[src/rtl/pipeline_tracker.sv]
// Sequence-ID tracker for a 5-stage pipeline.
// Carries a wrapping ID/valid pair through the IF/ID/EX/MEM/WB stages, with stall bubbles and flush squashes.
module pipeline_tracker #(
  parameter int DEPTH = 72,
  parameter int ID_W  = $clog2(DEPTH),
  parameter int CNT_W = 32
) (
  input  logic             clk,
  input  logic             rst_n,
  input  logic             stall,
  input  logic             flush_if,
  input  logic             flush_id,
  input  logic             halt,
  output logic [ID_W-1:0]  fetch_id,
  output logic             fetch_valid,
  output logic [ID_W-1:0]  decode_id,
  output logic             decode_valid,
  output logic [ID_W-1:0]  execute_id,
  output logic             execute_valid,
  output logic [ID_W-1:0]  memory_id,
  output logic             memory_valid,
  output logic [ID_W-1:0]  wb_id,
  output logic             wb_valid,
  output logic [CNT_W-1:0] retire_count,
  output logic [CNT_W-1:0] squash_count,
  output logic [CNT_W-1:0] stall_count,
  output logic             drained
);

  function automatic logic [ID_W-1:0] next_id(input logic [ID_W-1:0] id);
    return (id == ID_W'(DEPTH - 1)) ? '0 : id + 1'b1;
  endfunction

  function automatic logic [CNT_W-1:0] sat_add(input logic [CNT_W-1:0] cnt,
                                               input logic [1:0] inc);
    logic [CNT_W:0] sum;
    sum = {1'b0, cnt} + {{(CNT_W - 1){1'b0}}, inc};
    return sum[CNT_W] ? '1 : sum[CNT_W-1:0];
  endfunction

  logic            halted;
  logic            halted_d;
  logic [ID_W-1:0] fetch_id_d;
  logic            fetch_valid_d;
  logic [ID_W-1:0] decode_id_d;
  logic            decode_valid_d;
  logic            execute_valid_d;
  logic [1:0]      squash_inc;
  logic            any_valid;

  always_comb begin
    halted_d        = halted | halt;
    fetch_id_d      = fetch_id;
    fetch_valid_d   = fetch_valid;
    decode_id_d     = decode_id;
    decode_valid_d  = decode_valid;
    execute_valid_d = 1'b0;

    // Once halt is seen the fetch ID is frozen; no further IDs are consumed.
    if (halted_d) begin
      fetch_valid_d = 1'b0;
    end else if (!stall && fetch_valid) begin
      fetch_id_d = next_id(fetch_id);
    end

    if (stall) begin
      decode_valid_d = decode_valid & ~flush_id;
    end else begin
      decode_id_d     = fetch_id;
      decode_valid_d  = fetch_valid & ~flush_if;
      execute_valid_d = decode_valid & ~flush_id;
    end

    squash_inc = {1'b0, fetch_valid & flush_if & ~stall} + {1'b0, decode_valid & flush_id};
    any_valid  = fetch_valid | decode_valid | execute_valid | memory_valid | wb_valid;
  end

  always_ff @(posedge clk or negedge rst_n) begin
    if (!rst_n) begin
      halted        <= 1'b0;
      fetch_id      <= '0;
      fetch_valid   <= 1'b1;
      decode_id     <= '0;
      decode_valid  <= 1'b0;
      execute_id    <= '0;
      execute_valid <= 1'b0;
      memory_id     <= '0;
      memory_valid  <= 1'b0;
      wb_id         <= '0;
      wb_valid      <= 1'b0;
      retire_count  <= '0;
      squash_count  <= '0;
      stall_count   <= '0;
      drained       <= 1'b0;
    end else begin
      halted        <= halted_d;
      fetch_id      <= fetch_id_d;
      fetch_valid   <= fetch_valid_d;
      decode_id     <= decode_id_d;
      decode_valid  <= decode_valid_d;
      // EX always samples the ID-stage tag; a stall only clears its valid.
      execute_id    <= decode_id;
      execute_valid <= execute_valid_d;
      memory_id     <= execute_id;
      memory_valid  <= execute_valid;
      wb_id         <= memory_id;
      wb_valid      <= memory_valid;
      retire_count  <= sat_add(retire_count, {1'b0, wb_valid});
      stall_count   <= sat_add(stall_count, {1'b0, stall});
      squash_count  <= sat_add(squash_count, squash_inc);
      drained       <= halted & ~any_valid;
    end
  end

endmodule

[config.mk]
export PLATFORM = sky130hd
export DESIGN_NAME = pipeline_tracker
export DESIGN_NICKNAME = d
export VERILOG_FILES = /design/src/rtl/pipeline_tracker.sv
export SDC_FILE = /design/constraint.sdc
export NUM_CORES = 1
export LEC_CHECK = 0
export CAP_MARGIN = 30
export CORE_MARGIN = 1
export CORE_UTILIZATION = 30
export CTS_CLUSTER_DIAMETER = 60
export DETAILED_ROUTE_END_ITERATION = 8
export DONT_BUFFER_PORTS = 1
export PLACE_DENSITY_LB_ADDON = 0.2
export SETUP_SLACK_MARGIN = 0.5
export SLEW_MARGIN = 0
export SYNTH_ARGS = -nofsm -noshare
export SYNTH_HDL_FRONTEND = slang
export SYNTH_SLANG_ARGS = --single-unit
[constraint.sdc]
create_clock -name clk -period 5.46 [get_ports clk]
set_input_delay 0.819 -clock clk [delete_from_list [all_inputs] [get_ports clk]]
set_output_delay 0.819 -clock clk [all_outputs]
set_load 0.02 [all_outputs]
==> flow_summary.toml <==
[cells_and_area]
layout-drive-gt1-share_pct = 11.9
fin_nets = 590
multiInputGateArea_um2 = 2600
layoutNonFillerInstCount = 860
fillers = 2044
ff_latch_area_um2 = 3450
syn_to_final_growth_pct = 14.6
diodes = 0
fin_util_pct = 35.0

[synthesis]
ys_seq_area_share_pct = 56.1
avgSynthCellArea_um2 = 10.8
synthDistinctLibCells = 53
synth_seq_cells = 138
yosysWarnings = 0
yosys.area_share.simple_pct = 24.2
synthCells = 568
synth_top_family_by_area = "simple AND/OR/NAND/NOR gates"
synth_area_um2 = 6160
synth_fa_ha_area_share_pct = 1.54
synthMuxAreaShare_pct = 4.20
synth-xor-area-share_pct = 7.96
syn-num-nets = 581
synth_compound_area_share_pct = 4.27
synth_flop_cell = "dfrtp_1"
synth_edf_count = 0
async_reset_ff_share_pct = 100

[flow_run]
maxCapViolCount = 0

[worst_setup_path]
crit_arrival_ns = 3.34
required_ns = 5.76
cp_max_fo = 8
crit_path_end_kind = "flip-flop"
start_kind = "flip-flop"
critPathKind = "flip-flop to flip-flop"

[sta]
final_hold_viol_count = 0
tightest_slew_ns = 0.888
rsz0062_at_grt = "false"
slew_viol_final = 0
setup_viol = 0
fin_skew_ns = 0.00763
min_period_ns = 3.05
max_freq_mhz = 328
tns_ns = 0
period_share_pct = 55.8
slew_headroom_pct = 40.3
setup_ws_ns = 2.41

[die]
io-pin-count = 143
die_w_um = 145
rows = 52
start_util_pct = 30.5
dieArea_um2 = 21100
die_height_um = 145
core_um2 = 20200

[power_and_ir_drop]
ir_worst_vdd_v = 0.000201
leakage_uw = 0.00340
total_power_uw = 2390
p_per_area_nw_per_um2 = 339

[grt]
antenna_found_initial = 0
grt-ovfl-total = 0
grtUsageTotal_pct = 14.4
grt_pass1_wl_um = 24000
first_global_vias = 4312
grt_max_degree = 139

[place]
place_ws_ns = 2.12
placed_cells = 828
place_congestion = 0.796
io_buffers = 0
dpl.hpwl_um = 9830

[clock_network]
clockRootBuffer = "clkbuf_16"
cts-buffers-inserted = 17
ctsHoldBuffers = 0
cts.htree.levels = 4
post_cts_buffers = 0
cts_tree = "yes"
clk_pin_slew_ns = 0.06
cts_resized = 0
clock_sinks = 138
clk_latency_ns = 0.42
clockBufferDepth = 2

[routing]
drtPass1Iterations = 4
drcViolationCount = 0
wl_per_cell_um = 16.8
viasPerCell = 5.01
routed_wl_um = 14500
drt_iter0_markers = 302
antenna_left = 0
routed-via-count = 4308

[status]
status = "finished clean"

[min_path]
holdCritPathClass = "input port to asynchronous set/reset pin"
-- where the power goes --
group / total [uW] / switching [uW] / internal, uW
clock: 1230 / 483 / 742
sequential: 1120 / 73.3 / 1050
combinational: 47.6 / 21.0 / 26.6
-- cell usage after synthesis, types with 2 or more instances --
master,count,area [um^2]
dfrtp_1,137,3430
nand2_1,103,387
nand3_1,38,190
nor2_1,33,124
xor2_1,33,289
nand4_1,23,144
xnor2_1,23,201
mux2_2,18,203
nor3_1,15,75.1
and3_1,13,81.3
and4_1,11,96.3
o21ai_0,10,50.1
a21oi_1,9,45.0
a31oi_1,8,50.1
nand2b_1,8,50.1
clkbuf_1,7,26.3
inv_1,7,26.3
ha_1,6,75.1
and2_1,4,25.0
buf_6,4,45.0
nor3b_1,4,30.0
o21a_1,4,30.0
a41oi_1,3,26.3
mux2i_1,3,30.0
nand4_2,3,37.5
nor2b_1,3,18.8
nor4_1,3,18.8
o32a_1,3,30.0
or2_2,3,18.8
buf_2,2,10.0
nand3b_1,2,15.0
nand4b_1,2,17.5
nor3_2,2,20.0
or3_1,2,12.5
-- flip-flops by register name, summed over array words and instances (netlist names) --
name,flops
drained,1
retire_count,32
stall_count,32
decode_valid,1
memory_id,7
decode_id,7
memory_valid,1
fetch_valid,1
fetch_id,7
squash_count,32
execute_valid,1
halted,1
execute_id,7
wb_valid,1
wb_id,7
-- worst max-delay path: stages, from the launching register on --
cell and delay [ns]:
dfstp_2 0.64, nand3b_1 0.13, fa_1 0.41, inv_1 0.09
ha_1 0.20, and3_1 0.23, nand4_1 0.39, or2_1 0.40
nor2_1 0.12, mux2_1 0.33
-- cells by family after synthesis --
kind of cell             Yosys count
buffers and inverters             20
adder cells (fa/ha/maj)            7
multiplexers                      23
AND/OR/NAND/NOR                  283
AO/OA/AOI/OAI                     41
flip-flops                       138
XOR/XNOR                          56
-- layer usage --
layer	routed length (um)	track usage, %	part of all wire, %
met4	190	5.68	1.3
met2	6800	22.1	47
met1	6340	18.0	44
met3	1130	5.72	7.8
met5	0	0	0
-- metrics by stage --
| stage | area [um^2] | hold WS (ns) |
|---|---|---|
| 6_report | 7060 | 0.0944 |
| 5_1_grt | 7060 | 0.0612 |
| 4_1_cts | 7060 | 0.0651 |
| 3_5_place_dp | 6440 | 0.471 |
| 3_3_place_gp | 6440 | 0.462 |
| 2_1_floorplan | 6160 | 0.396 |
-- final timing paths --
kind / depth (start not counted) / endpoint / from / slack (ns)
max: 9 / squash_count[22] / fetch_valid / 2.41
min: 0 / retire_count[27] / rst_n / 0.09
max reg2reg: 9 / squash_count[22] / fetch_valid / 2.41
min reg2reg: 1 / fetch_valid / halted / 0.47
max in group asynchronous: 0 / fetch_valid / rst_n / 5.11
min in group clk: 1 / fetch_valid / halt / 0.47
-- final cells by class --
class	count	area share, %
clock inverter	14	2.59
clock buffer	18	6.22
inverter	7	0.372
sequential	138	48.9
timing repair buffer	3	0.319
tap	270	4.78
multi-input combinational	410	36.8
-- cells in the final DEF, fill, tap and decap left out, types with 4 or more instances in the layout --
cell	count
dfrtp_1	137
nand2_1	103
nand3_1	38
nor2_1	33
xor2_1	33
nand4_1	23
xnor2_1	23
mux2_2	18
clkbuf_16	17
nor3_1	15
and3_1	13
and4_1	11
o21ai_0	10
a21oi_1	9
a31oi_1	8
nand2b_1	8
inv_1	7
ha_1	6
inv_6	6
and2_1	4
o21a_1	4
nor3b_1	4
clkinv_4	4
No activity file was read; power rests on OpenSTA's default activity.
